<file path="config.mk">
export PLATFORM = sky130hd
export DESIGN_NAME = alu_ctrl_pipe_flat
export DESIGN_NICKNAME = d
export VERILOG_FILES = /design/src/rtl/alu_ctrl_pipe_if.sv /design/src/rtl/alu_ctrl_pipe.sv /design/src/flat_wrapper.sv
export SDC_FILE = /design/constraint.sdc
export NUM_CORES = 1
export LEC_CHECK = 0
export ABC_AREA = 1
export CAP_MARGIN = 20
export CORE_AREA = 3 3 65 49
export DETAILED_ROUTE_END_ITERATION = 6
export DIE_AREA = 0 0 68 52
export PLACE_DENSITY = 0.74
export REMOVE_ABC_BUFFERS = 1
export SETUP_SLACK_MARGIN = 0.15
export SKIP_LAST_GASP = 1
export SYNTH_ARGS = -nofsm -noshare
export SYNTH_HDL_FRONTEND = slang
export SYNTH_SLANG_ARGS = --single-unit
export TNS_END_PERCENT = 20
</file>
<file path="constraint.sdc">
create_clock -name clk -period 1.5 [get_ports clk]
set_clock_uncertainty 0.05 [all_clocks]
set_input_delay 0.3 -clock clk [delete_from_list [all_inputs] [get_ports clk]]
set_output_delay 0.3 -clock clk [all_outputs]
set_load 0.02 [all_outputs]
</file>
<file path="src/rtl/alu_ctrl_pipe_if.sv">
// alu_ctrl_pipe_if: issue-side and result-side handshake bundle for alu_ctrl_pipe.
// Rev 1.0
`default_nettype none

interface alu_ctrl_pipe_if #(
  parameter int INSTR_W  = 32,
  parameter int CTRL_W   = 4,
  parameter int ERRCNT_W = 8
) ();
  logic                in_valid;
  logic                in_ready;
  logic [INSTR_W-1:0]  In;
  logic [1:0]          ALUOp;
  logic                out_valid;
  logic                out_ready;
  logic [CTRL_W-1:0]   Out;
  logic                MulDiv;
  logic                Illegal;
  logic                Busy;
  logic [ERRCNT_W-1:0] ErrCount;

  modport master (
    output in_valid, In, ALUOp, out_ready,
    input  in_ready, out_valid, Out, MulDiv, Illegal, Busy, ErrCount
  );

  modport slave (
    input  in_valid, In, ALUOp, out_ready,
    output in_ready, out_valid, Out, MulDiv, Illegal, Busy, ErrCount
  );
endinterface

`default_nettype wire

</file>
<file path="src/rtl/alu_ctrl_pipe.sv">
// alu_ctrl_pipe: registered MIPS ALU control decode with valid/ready, saturating illegal-op
// counter and optional mult/div hold enabled by ALU_CTRL_MULDIV_EN. Rev 1.0
`default_nettype none

module alu_ctrl_pipe #(
  parameter int INSTR_W  = 32,
  parameter int CTRL_W   = 4,
  parameter int MUL_LAT  = 4,
  parameter int DIV_LAT  = 16,
  parameter int ERRCNT_W = 8
) (
  input  logic              clk,
  input  logic              rst_n,
  alu_ctrl_pipe_if.slave    bus
);

  localparam logic [3:0] C_ADD  = 4'b0010;
  localparam logic [3:0] C_SUB  = 4'b0110;
  localparam logic [3:0] C_AND  = 4'b0000;
  localparam logic [3:0] C_OR   = 4'b0001;
  localparam logic [3:0] C_NOR  = 4'b1100;
  localparam logic [3:0] C_SLT  = 4'b0111;
  localparam logic [3:0] C_MULT = 4'b1000;
  localparam logic [3:0] C_DIV  = 4'b1001;

  logic [5:0] w_funct;
  logic [5:0] w_opcode;
  logic [3:0] w_code;
  logic       w_muldiv;
  logic       w_illegal;
  logic       w_accept;
  logic       w_busy;
  logic       w_unused;

  assign w_funct  = bus.In[5:0];
  assign w_opcode = bus.In[31:26];
  assign w_unused = ^bus.In;

  // ---------------------------------------------------------------- decode
  always_comb begin
    w_code    = C_ADD;
    w_muldiv  = 1'b0;
    w_illegal = 1'b0;
    case (bus.ALUOp)
      2'b00: w_code = C_ADD;
      2'b01: w_code = C_SUB;
      2'b10: begin
        case (w_funct)
          6'b100000: w_code = C_ADD;
          6'b100010: w_code = C_SUB;
          6'b100100: w_code = C_AND;
          6'b100101: w_code = C_OR;
          6'b100111: w_code = C_NOR;
          6'b101010: w_code = C_SLT;
`ifdef ALU_CTRL_MULDIV_EN
          6'b011000: begin
            w_code   = C_MULT;
            w_muldiv = 1'b1;
          end
          6'b011010: begin
            w_code   = C_DIV;
            w_muldiv = 1'b1;
          end
`endif
          default: begin
            w_code    = C_ADD;
            w_illegal = 1'b1;
          end
        endcase
      end
      default: begin
        case (w_opcode)
          6'b001000: w_code = C_ADD;
          6'b001100: w_code = C_AND;
          6'b001101: w_code = C_OR;
          6'b001010: w_code = C_SLT;
          default: begin
            w_code    = C_ADD;
            w_illegal = 1'b1;
          end
        endcase
      end
    endcase
  end

  // ---------------------------------------------------------------- handshake
  logic                out_valid_q, out_valid_d;
  logic [CTRL_W-1:0]   out_q,       out_d;
  logic                illegal_q,   illegal_d;
  logic [ERRCNT_W-1:0] errcnt_q,    errcnt_d;

  assign bus.in_ready = !w_busy && (!out_valid_q || bus.out_ready);
  assign w_accept     = bus.in_valid && bus.in_ready;

  // ---------------------------------------------------------------- mult/div hold
`ifdef ALU_CTRL_MULDIV_EN
  localparam int MAX_LAT = (MUL_LAT > DIV_LAT) ? MUL_LAT : DIV_LAT;
  localparam int CNT_W   = (MAX_LAT > 1) ? $clog2(MAX_LAT) : 1;

  typedef enum logic [0:0] {
    S_IDLE = 1'b0,
    S_BUSY = 1'b1
  } state_t;

  state_t             state_q, state_d;
  logic [CNT_W-1:0]   cnt_q,   cnt_d;
  logic               muldiv_q, muldiv_d;
  logic               w_done;

  always_ff @(posedge clk or negedge rst_n) begin
    if (!rst_n) begin
      state_q <= S_IDLE;
      cnt_q   <= '0;
    end else begin
      state_q <= state_d;
      cnt_q   <= cnt_d;
    end
  end

  always_comb begin
    state_d = state_q;
    cnt_d   = cnt_q;
    w_busy  = 1'b0;
    w_done  = 1'b0;
    case (state_q)
      S_IDLE: begin
        if (w_accept && w_muldiv) begin
          state_d = S_BUSY;
          cnt_d   = (w_code == C_MULT) ? CNT_W'(MUL_LAT - 1) : CNT_W'(DIV_LAT - 1);
        end
      end
      S_BUSY: begin
        w_busy = 1'b1;
        if (cnt_q == '0) begin
          w_done  = 1'b1;
          state_d = S_IDLE;
        end else begin
          cnt_d = cnt_q - CNT_W'(1);
        end
      end
      default: state_d = S_IDLE;
    endcase
  end

  always_comb begin
    muldiv_d = muldiv_q;
    if (w_accept) begin
      muldiv_d = w_muldiv;
    end
  end

  always_ff @(posedge clk or negedge rst_n) begin
    if (!rst_n) begin
      muldiv_q <= 1'b0;
    end else begin
      muldiv_q <= muldiv_d;
    end
  end

  assign bus.MulDiv = muldiv_q;
`else
  assign w_busy     = 1'b0;
  assign bus.MulDiv = 1'b0;
`endif

  // ---------------------------------------------------------------- result registers
  always_comb begin
    out_valid_d = out_valid_q;
    out_d       = out_q;
    illegal_d   = illegal_q;
    errcnt_d    = errcnt_q;
    if (out_valid_q && bus.out_ready) begin
      out_valid_d = 1'b0;
    end
    if (w_accept) begin
      out_d       = CTRL_W'(w_code);
      illegal_d   = w_illegal;
      // mult/div results only become valid when the hold finishes
      out_valid_d = !w_muldiv;
      if (w_illegal && (errcnt_q != '1)) begin
        errcnt_d = errcnt_q + ERRCNT_W'(1);
      end
    end
`ifdef ALU_CTRL_MULDIV_EN
    if (w_done) begin
      out_valid_d = 1'b1;
    end
`endif
  end

  always_ff @(posedge clk or negedge rst_n) begin
    if (!rst_n) begin
      out_valid_q <= 1'b0;
      out_q       <= '0;
      illegal_q   <= 1'b0;
      errcnt_q    <= '0;
    end else begin
      out_valid_q <= out_valid_d;
      out_q       <= out_d;
      illegal_q   <= illegal_d;
      errcnt_q    <= errcnt_d;
    end
  end

  assign bus.out_valid = out_valid_q;
  assign bus.Out       = out_q;
  assign bus.Illegal   = illegal_q;
  assign bus.Busy      = w_busy;
  assign bus.ErrCount  = errcnt_q;

endmodule

`default_nettype wire

</file>
<file path="src/flat_wrapper.sv">
// flat-port wrapper written by rule: the top's interface ports become plain ports
module alu_ctrl_pipe_flat 
#(
  parameter int INSTR_W  = 32,
  parameter int CTRL_W   = 4,
  parameter int MUL_LAT  = 4,
  parameter int DIV_LAT  = 16,
  parameter int ERRCNT_W = 8
)
  (clk, rst_n, bus_in_valid, bus_In, bus_ALUOp, bus_out_ready, bus_in_ready, bus_out_valid, bus_Out, bus_MulDiv, bus_Illegal, bus_Busy, bus_ErrCount);
  alu_ctrl_pipe_if #(.INSTR_W(INSTR_W), .CTRL_W(CTRL_W), .ERRCNT_W(ERRCNT_W)) bus_i ();
  input  logic clk;
  input  logic rst_n;
  input wire logic [$bits(bus_i.in_valid)-1:0] bus_in_valid;
  input wire logic [$bits(bus_i.In)-1:0] bus_In;
  input wire logic [$bits(bus_i.ALUOp)-1:0] bus_ALUOp;
  input wire logic [$bits(bus_i.out_ready)-1:0] bus_out_ready;
  output wire logic [$bits(bus_i.in_ready)-1:0] bus_in_ready;
  output wire logic [$bits(bus_i.out_valid)-1:0] bus_out_valid;
  output wire logic [$bits(bus_i.Out)-1:0] bus_Out;
  output wire logic [$bits(bus_i.MulDiv)-1:0] bus_MulDiv;
  output wire logic [$bits(bus_i.Illegal)-1:0] bus_Illegal;
  output wire logic [$bits(bus_i.Busy)-1:0] bus_Busy;
  output wire logic [$bits(bus_i.ErrCount)-1:0] bus_ErrCount;
  assign bus_i.in_valid = bus_in_valid;
  assign bus_i.In = bus_In;
  assign bus_i.ALUOp = bus_ALUOp;
  assign bus_i.out_ready = bus_out_ready;
  assign bus_in_ready = bus_i.in_ready;
  assign bus_out_valid = bus_i.out_valid;
  assign bus_Out = bus_i.Out;
  assign bus_MulDiv = bus_i.MulDiv;
  assign bus_Illegal = bus_i.Illegal;
  assign bus_Busy = bus_i.Busy;
  assign bus_ErrCount = bus_i.ErrCount;
  alu_ctrl_pipe #(.INSTR_W(INSTR_W), .CTRL_W(CTRL_W), .MUL_LAT(MUL_LAT), .DIV_LAT(DIV_LAT), .ERRCNT_W(ERRCNT_W)) u_core (.clk(clk), .rst_n(rst_n), .bus(bus_i));
endmodule
</file>
==> impl_metrics.csv, run 1 <==
group,metric,value,unit
global_route,grt_pass1_wl,3857,µm
power_and_ir_drop,p_int,0.9655,mW
worst_setup_path,critPathBufInv,1,
place,port-buffer-count,32,
power_and_ir_drop,comb_power_share,39.2,%
place,dpl_worst_slack,-303.4,ps
yosys,synth_top_area_share,36.70,%
worst_setup_path,regToRegSetupSlack,-40,ps
yosys,synth_top_cell_by_area,"dfrtp_1",
place,dp_cells,218,
timing,setup_violations,17,
worst_setup_path,worst_path_max_delay_cell,"clkdlybuf4s50_1",
global_route,first_global_vias,918,
power_and_ir_drop,peakVddDrop,0.3931,mV
worst_setup_path,cpPeakStageDelay,620,ps
finish,instances_no_fill,225,
detailed_routing,drtIter0Drc,68,
finish,layout_common_cells,"36 x nand2_1, 22 x clkdlybuf4s50_1, 19 x buf_4",
finish,stdcell_area,1603,µm²
floorplan,die_w,68,µm
yosys,synth_cell_types,21,
finish,layout_commonest_cell,"nand2_1",
worst_setup_path,cp_top_family,"buffers and inverters",
detailed_routing,ant_nets,0,
power_and_ir_drop,finalPower,1.461,mW
yosys,ys_seq_area_share,36.70,%
yosys,synth_area,954.7,µm²
global_route,grt_usage,14.44,%
finish,diodes,0,
yosys,synth_warnings,0,
flow_run,maxCapViolations,0,
yosys,yosys-top-cells-area,"dfrtp_1 37%, nand2_1 15%, nand4_1 7.9%",
clocking,cts_tree,"yes",
global_route,grt_start_max_net_pins,15,
detailed_routing,vias_per_cell,4.658,
global_route,grt_overflow_total,0,
detailed_routing,drtPass1Iterations,4,
place,hpwl,1932,µm
clocking,path_clk_slew,60,ps
power_and_ir_drop,p_switching,0.4957,mW
status,status,"complete, but fails checks",
power_and_ir_drop,sw_frac_of_total,33.93,%
place,placed_area,1473,µm²
timing,rsz0062_at_grt,"yes",
status,violations,"negative setup slack",
detailed_routing,drc,0,
finish,fillers,239,
worst_setup_path,crit_type,"reg2out",
clocking,clockBufferDepth,2,
place,gp_congestion,0.7827,
floorplan,design.core.area,2683,µm²
timing,finalHoldViolations,0,
clocking,clock_latency,250,ps
worst_setup_path,worstReg2RegStart,"u_core.bus.ErrCount[0]$_DFFE_PN0P_",
detailed_routing,routed-via-count,1048,
detailed_routing,wl,2630,µm
power_and_ir_drop,p_seq_share,35.9,%
timing,clock.fmax,0.6338,GHz
clocking,htree_levels,1,
worst_setup_path,path_cells,"clkdlybuf4s50_1",
floorplan,die_y,52,µm
floorplan,rows,16,
detailed_routing,wire_per_inst,11.69,µm
finish,post_route_cells_drive_above_1_share,23.81,%
floorplan,num_io_pins,55,
power_and_ir_drop,p_per_area,911.7,nW/µm²
worst_setup_path,critPathArrivalTime,1230,ps
floorplan,initial_core_util,35.59,%
power_and_ir_drop,p_leak,0.8177,nW
power_and_ir_drop,clkPwrFrac,24.8,%
worst_setup_path,reg2reg_to,"u_core.bus.ErrCount[1]$_DFFE_PN0P_",
clocking,cts.sinks,14,
timing,slew_viol_final,0,
yosys,synth_cells,132,
global_route,antenna_found_initial,0,
yosys,ys_ff_latch,14,
clocking,holdBufCountCts,0,
timing,post-route-period-util,105.2,%
timing,finalWorstSetupSlack,-77.80,ps
finish,nets,229,
clocking,cts_buffers,3,
worst_setup_path,crit_fanout,2,
timing,whs,312.8,ps
worst_setup_path,startpoint_type,"register",
worst_setup_path,required,1150,ps
worst_hold_path,hold_path_class,"in2async",
worst_setup_path,cp-end-kind,"output pin",
clocking,cts_root_buf,"clkbuf_8",
timing,fin_crit,1578,ps
worst_setup_path,r2r_cells,7,
yosys,syn_area_per_cell,7.232,µm²
floorplan,die_area,3536,µm²
finish,areaGrowthSynthToFinish,67.89,%
area by class of cell:
cell class / count / area (µm²) / area share (%)
Clock buffer: 4 / 55.05 / 3.435
Inverter: 20 / 75.07 / 4.684
Multi-Input combinational cell: 97 / 551.8 / 34.43
Sequential cell: 14 / 350.3 / 21.86
Tap cell: 36 / 45.04 / 2.810
Timing Repair Buffer: 54 / 525.5 / 32.79
synthesized netlist by cell type (all sizes together):
library cell / number
a31oi: 1
buf: 3
conb: 1
dfrtp: 14
ha: 1
inv: 20
nand2: 39
nand3: 14
nand4: 12
nor2: 15
nor3: 2
o2111ai: 1
o21ai: 5
xnor2: 1
xor2: 3
through the flow:
| stage | utilization, % | TNS [ps] |
|---|---|---|
| 3_5_place_dp | 54.90 | -3166 |
| 4_1_cts | 56.90 | -1027 |
| 2_1_floorplan | - | -245.5 |
| 6_report | 59.75 | -732.7 |
| 3_3_place_gp | 54.90 | -2623 |
| 5_1_grt | 59.75 | -2033 |
sequential cells by signal, summed over array words and instances (netlist names):
name / count
u_core.bus.ErrCount: 8
u_core.bus.Out: 4
u_core.bus.Illegal: 1
u_core.bus.out_valid: 1
repair_timing:
item,4_1_cts,5_1_grt
setup endpoints to repair,27,27
gates cloned,0,1
resized for setup,9,15
pin swaps,0,11
hold endpoints to repair,0,0
buffers inserted,0,2
layer usage:
metal / vias to the layer above / global-route usage (%) / wire length (µm)
met1: 474 / 18.85 / 1191
met4: 0 / 3.300 / 10
met3: 2 / 4.752 / 158
met5: - / 0 / 0
li1: 541 / - / -
met2: 31 / 23.04 / 1269
worst max path at each step:
stage / from / to / slack (ps) / depth (start not counted)
floorplan: u_core.bus.ErrCount[0]$_DFFE_PN0P_ / u_core.bus.ErrCount[6]$_DFFE_PN0P_ / -30 / 7
global placement: bus_out_ready / bus_in_ready / -300 / 4
detailed placement: bus_out_ready / bus_in_ready / -300 / 4
CTS: u_core.bus.ErrCount[5]$_DFFE_PN0P_ / bus_ErrCount[5] / -90 / 1
global route: u_core.bus.ErrCount[1]$_DFFE_PN0P_ / u_core.bus.ErrCount[1]$_DFFE_PN0P_ / -160 / 7
finish: u_core.bus.Out[1]$_DFFE_PN0P_ / bus_Out[1] / -80 / 1
logic make-up (layout without fill, tap and decap cells):
logic type,after synthesis,count (layout),synth area share (%)
adder cells (fa/ha/maj),1,1,1.310
flip-flops,14,14,36.70
AO/OA/AOI/OAI,7,7,4.194
other,1,2,0.3928
AND/OR/NAND/NOR,82,83,43.12
buffers and inverters,23,78,10.62
XOR/XNOR,4,4,3.670
power by group through the flow:
stage	clock network, mW	logic [mW]	registers [mW]
final	0.363	0.573	0.525
after detailed placement	0	0.544	0.515
after global routing	0.391	0.632	0.535
after floorplan	0	0.165	0.589
after global placement	0	0.533	0.513
after CTS	0.377	0.528	0.509
Power figures use the tool's default switching activity.
==> run 2, diff against run 1 <==
--- a/config.mk
+++ b/config.mk
@@ -7,10 +7,11 @@
 export LEC_CHECK = 0
 export ABC_AREA = 1
 export CAP_MARGIN = 20
-export CORE_AREA = 3 3 65 49
+export CORE_AREA = 2 2 64 48
 export DETAILED_ROUTE_END_ITERATION = 6
-export DIE_AREA = 0 0 68 52
+export DIE_AREA = 0 0 66 50
 export PLACE_DENSITY = 0.74
+export RECOVER_POWER = 50
 export REMOVE_ABC_BUFFERS = 1
 export SETUP_SLACK_MARGIN = 0.15
 export SKIP_LAST_GASP = 1
==> impl_metrics.csv, run 2 (synthesis results as in run 1) <==
group,metric,value,unit
detailed_routing,wl,2499,µm
status,violations,"negative setup slack",
floorplan,die_w,66,µm
detailed_routing,drtIter0Drc,53,
status,status,"complete, but fails checks",
worst_hold_path,min_from,"u_core.bus.Out[3]$_DFFE_PN0P_",
worst_setup_path,required,1150,ps
worst_setup_path,worst_path_max_delay_cell,"clkdlybuf4s50_1",
finish,finalCoreUtilization,57.88,%
power_and_ir_drop,p_leak,0.7848,nW
place,dpl_worst_slack,-321.9,ps
detailed_routing,drtPass1Iterations,4,
timing,clock.fmax,0.6368,GHz
floorplan,num_io_pins,55,
timing,slew_viol_final,0,
worst_setup_path,worstSetupStartpoint,"u_core.bus.ErrCount[5]$_DFFE_PN0P_",
timing,rsz0062_at_grt,"yes",
global_route,first_global_vias,998,
finish,largest_reg_flops,8,
timing,worst_slew_pin_slew,762.4,ps
place,gp_congestion,0.7838,
detailed_routing,vias_per_cell,4.799,
worst_hold_path,hold_path_class,"reg2reg",
detailed_routing,drc,0,
timing,fin_crit,1570,ps
global_route,grt_usage,16.82,%
detailed_routing,wire_per_inst,11.16,µm
worst_setup_path,startpoint_type,"register",
place,hpwl,2047,µm
worst_setup_path,cp-end-kind,"output pin",
detailed_routing,ant_nets,0,
flow_run,maxCapViolations,0,
floorplan,rows,16,
worst_setup_path,crit_type,"reg2out",
timing,post-route-period-util,104.7,%
floorplan,design.core.area,2683,µm²
floorplan,die_y,50,µm
power_and_ir_drop,p_per_area,869.1,nW/µm²
global_route,grt_overflow_total,0,
finish,nets,229,
finish,layout_common_cells,"38 x nand2_1, 23 x clkdlybuf4s50_1, 19 x buf_4",
power_and_ir_drop,finalPower,1.349,mW
clocking,clock_latency,240,ps
global_route,antenna_found_initial,0,
place,port-buffer-count,32,
clocking,clockBufferDepth,2,
worst_setup_path,critPathArrivalTime,1220,ps
finish,layout_commonest_cell,"nand2_1",
finish,stdcell_area,1553,µm²
floorplan,die_area,3300,µm²
clocking,htree_levels,1,
worst_setup_path,cpPeakStageDelay,610,ps
finish,diodes,0,
worst_setup_path,cp_top_family,"buffers and inverters",
worst_setup_path,path_cells,"clkdlybuf4s50_1",
timing,setup_violations,19,
global_route,grt_pass1_wl,4250,µm
clocking,cts_buffers,3,
finish,areaGrowthSynthToFinish,62.65,%
timing,relSlewSlack,49.18,%
clocking,cts.sinks,14,
global_route,grt_start_max_net_pins,15,
detailed_routing,routed-via-count,1075,
clocking,cts_root_buf,"clkbuf_8",
worst_setup_path,critPathBufInv,1,
clocking,holdBufCountCts,0,
timing,finalWorstSetupSlack,-70.39,ps
finish,fillers,252,
finish,post_route_cells_drive_above_1_share,20.74,%
clocking,cts_tree,"yes",
timing,finalHoldViolations,0,
worst_setup_path,worstReg2RegStart,"u_core.bus.ErrCount[1]$_DFFE_PN0P_",
place,placed_area,1480,µm²
clocking,path_clk_slew,60,ps
worst_setup_path,crit_fanout,3,
floorplan,initial_core_util,35.59,%
power_and_ir_drop,peakVddDrop,0.3627,mV
## run 2: layer usage
layer	up-vias	wire, µm	part of all wire, %	track usage [%]
li1	545	-	-	-
met1	491	1132	45	20.68
met2	35	1199	48	28.96
met3	4	151	6.0	4.795
met4	0	14	0.56	4.082
met5	-	0	0	0
## run 2: cell type report
class | instances | area (µm²) | share of cell area, %
inverter | 20 | 75.07 | 4.835
sequential | 14 | 350.3 | 22.56
tap | 36 | 45.04 | 2.901
multi-input combinational | 97 | 529.3 | 34.09
timing repair buffer | 54 | 511.7 | 32.96
clock buffer | 3 | 41.29 | 2.659
## run 2: path summary, 6_finish.rpt
| check | depth (start not counted) | slack, ps | to |
|---|---|---|---|
| min in group asynchronous | 2 | 590 | u_core.bus.Out[0]$_DFFE_PN0P_ |
| hold / removal | 2 | 440 | u_core.bus.Out[3]$_DFFE_PN0P_ |
| hold reg to reg | 2 | 440 | u_core.bus.Out[3]$_DFFE_PN0P_ |
| setup / recovery | 1 | -70 | bus_ErrCount[5] |
| setup reg to reg | 7 | -50 | u_core.bus.ErrCount[6]$_DFFE_PN0P_ |
| max in group asynchronous | 2 | 330 | u_core.bus.ErrCount[2]$_DFFE_PN0P_ |
## run 2: where the power goes
group | switching (mW) | total (mW) | leakage [nW] | internal [mW]
Combinational | 0.266 | 0.536 | 0.583 | 0.270
Clock | 0.126 | 0.303 | 0.0216 | 0.177
Sequential | 0.0685 | 0.510 | 0.180 | 0.442
## run 2: stage by stage
stage,setup TNS (ps),hold WS (ps),instances
after floorplan,-245.5,-45.59,130
after global routing,-2188,477.6,224
final,-838.2,444.5,224
after global placement,-2954,414.2,219
after CTS,-1157,326.7,222
after detailed placement,-3649,435.0,219
## run 2: what timing repair did
| item | in CTS | in global routing |
|---|---|---|
| buffers inserted | 0 | 1 |
| resized for setup | 8 | 7 |
| endpoints found under the setup margin | 27 | 28 |
| cloned | 0 | 1 |
==> run 3, diff against run 2 <==
--- a/config.mk
+++ b/config.mk
@@ -12,7 +12,6 @@
 export DIE_AREA = 0 0 66 50
 export PLACE_DENSITY = 0.74
 export RECOVER_POWER = 50
-export REMOVE_ABC_BUFFERS = 1
 export SETUP_SLACK_MARGIN = 0.15
 export SKIP_LAST_GASP = 1
 export SYNTH_ARGS = -nofsm -noshare
==> impl_metrics.csv, run 3 (synthesis results as in run 1) <==
group,metric,value,unit
clocking,cts_root_buf,"clkbuf_8",
timing,clock.fmax,0.6417,GHz
timing,fin_setup_tns,-350.8,ps
timing,fin_crit,1558,ps
finish,fillers,229,
detailed_routing,wl,2494,µm
detailed_routing,ant_nets,0,
clocking,path_clk_slew,60,ps
worst_setup_path,cp-end-kind,"output pin",
timing,slew_viol_final,0,
clocking,cts_tree,"yes",
global_route,grt_usage,15.04,%
worst_hold_path,hold_path_class,"reg2reg",
global_route,first_global_vias,888,
finish,nets,230,
worst_setup_path,path_cells,"clkdlybuf4s50_1",
floorplan,num_io_pins,55,
clocking,cts.sinks,14,
global_route,grt_overflow_total,0,
detailed_routing,drtIter0Drc,40,
status,status,"complete, but fails checks",
finish,areaGrowthSynthToFinish,70.51,%
finish,layout_common_cells,"33 x nand2_1, 19 x buf_4, 16 x inv_1, 16 x clkdlybuf4s50_1, 12 x nand4_1",
clocking,clockBufferDepth,2,
place,gp_congestion,0.7925,
clocking,cts_buffers,3,
worst_setup_path,crit_fanout,2,
finish,diodes,0,
global_route,grt_pass1_wl,3884,µm
detailed_routing,vias_per_cell,4.748,
clocking,clock_latency,240,ps
detailed_routing,wire_per_inst,11.04,µm
floorplan,die_y,50,µm
finish,finalCoreUtilization,60.68,%
power_and_ir_drop,p_leak,0.8450,nW
worst_setup_path,worst_path_max_delay_cell,"clkdlybuf4s50_1",
timing,whs,430.3,ps
timing,relSlewSlack,48.72,%
timing,finalWorstSetupSlack,-58.29,ps
place,dp_cells,216,
timing,post-route-period-util,103.9,%
detailed_routing,routed-via-count,1073,
worst_setup_path,crit_type,"reg2out",
global_route,grt_start_max_net_pins,15,
detailed_routing,drtPass1Iterations,4,
place,hpwl,1876,µm
timing,finalHoldViolations,0,
clocking,htree_levels,1,
worst_setup_path,cpPeakStageDelay,610,ps
worst_setup_path,cp_top_family,"buffers and inverters",
timing,rsz0062_at_grt,"yes",
power_and_ir_drop,finalPower,1.409,mW
worst_setup_path,critPathArrivalTime,1210,ps
worst_setup_path,required,1150,ps
global_route,antenna_found_initial,0,
power_and_ir_drop,peakVddDrop,0.3953,mV
worst_setup_path,critPathBufInv,1,
floorplan,die_area,3300,µm²
status,violations,"negative setup slack",
finish,layout_commonest_cell,"nand2_1",
place,port-buffer-count,32,
floorplan,initial_core_util,35.59,%
timing,setup_violations,9,
finish,largest_reg_flops,8,
worst_setup_path,startpoint_type,"register",
floorplan,die_w,66,µm
floorplan,design.core.area,2683,µm²
power_and_ir_drop,p_per_area,865.6,nW/µm²
finish,post_route_cells_drive_above_1_share,28.42,%
flow_run,maxCapViolations,0,
detailed_routing,drc,0,
finish,instances_no_fill,226,
floorplan,rows,16,
timing,worst_slew_pin_slew,769.2,ps
[run 3: layout make-up]
| cell class | instances | area, µm² | area share (%) |
|---|---|---|---|
| Timing Repair Buffer | 55 | 540.5 | 33.21 |
| Tap cell | 36 | 45.04 | 2.767 |
| Inverter | 20 | 75.07 | 4.612 |
| Sequential cell | 14 | 355.3 | 21.83 |
| Multi-Input combinational cell | 97 | 566.8 | 34.82 |
| Clock buffer | 4 | 45.04 | 2.767 |
[run 3: worst paths after layout]
check	from	endpoint	slack, ps	cells after the start
worst max-delay path	u_core.bus.Out[2]$_DFFE_PN0P_	bus_Out[2]	-60	1
min in group asynchronous	rst_n	u_core.bus.ErrCount[1]$_DFFE_PN0P_	590	2
worst min-delay path	u_core.bus.Illegal$_DFFE_PN0P_	u_core.bus.Illegal$_DFFE_PN0P_	430	2
worst max register to register	u_core.bus.ErrCount[0]$_DFFE_PN0P_	u_core.bus.ErrCount[2]$_DFFE_PN0P_	0	7
worst min register to register	u_core.bus.Illegal$_DFFE_PN0P_	u_core.bus.Illegal$_DFFE_PN0P_	430	2
max in group asynchronous	rst_n	u_core.bus.ErrCount[3]$_DFFE_PN0P_	270	2
[run 3: routing by layer]
layer / GRT usage [%] / part of all wire [%] / up-vias
li1: - / - / 545
met1: 19.69 / 45 / 488
met2: 25.42 / 49 / 36
met3: 3.425 / 5.1 / 4
met4: 3.061 / 1.2 / 0
met5: 0 / 0 / -
[run 3: timing repair]
action                     4_1_cts  5_1_grt
setup endpoints to repair       27       26
resized for setup               14       22
gates cloned                     0        1
setup buffers                    0        5
pin swaps                        0       15
hold buffers                     0        0
[run 3: power breakdown]
group / internal, mW / switching, mW / total [mW]
combinational: 0.281 / 0.269 / 0.549
sequential: 0.450 / 0.0939 / 0.544
clock: 0.188 / 0.128 / 0.316
total: 0.918 / 0.491 / 1.41
[run 3: stage by stage]
step | area, µm² | setup slack, ps
6_report | 1628 | -58.29
5_1_grt | 1628 | -97.64
4_1_cts | 1528 | -72.42
3_5_place_dp | 1480 | -293.0
3_3_place_gp | 1480 | -297.2
2_1_floorplan | 980.9 | 52.25
[run 3: worst min-delay path: stages, from the launching register on]
cell	delay (ps)
dfrtp_1	340
nand2_1	50
nand2_1	50
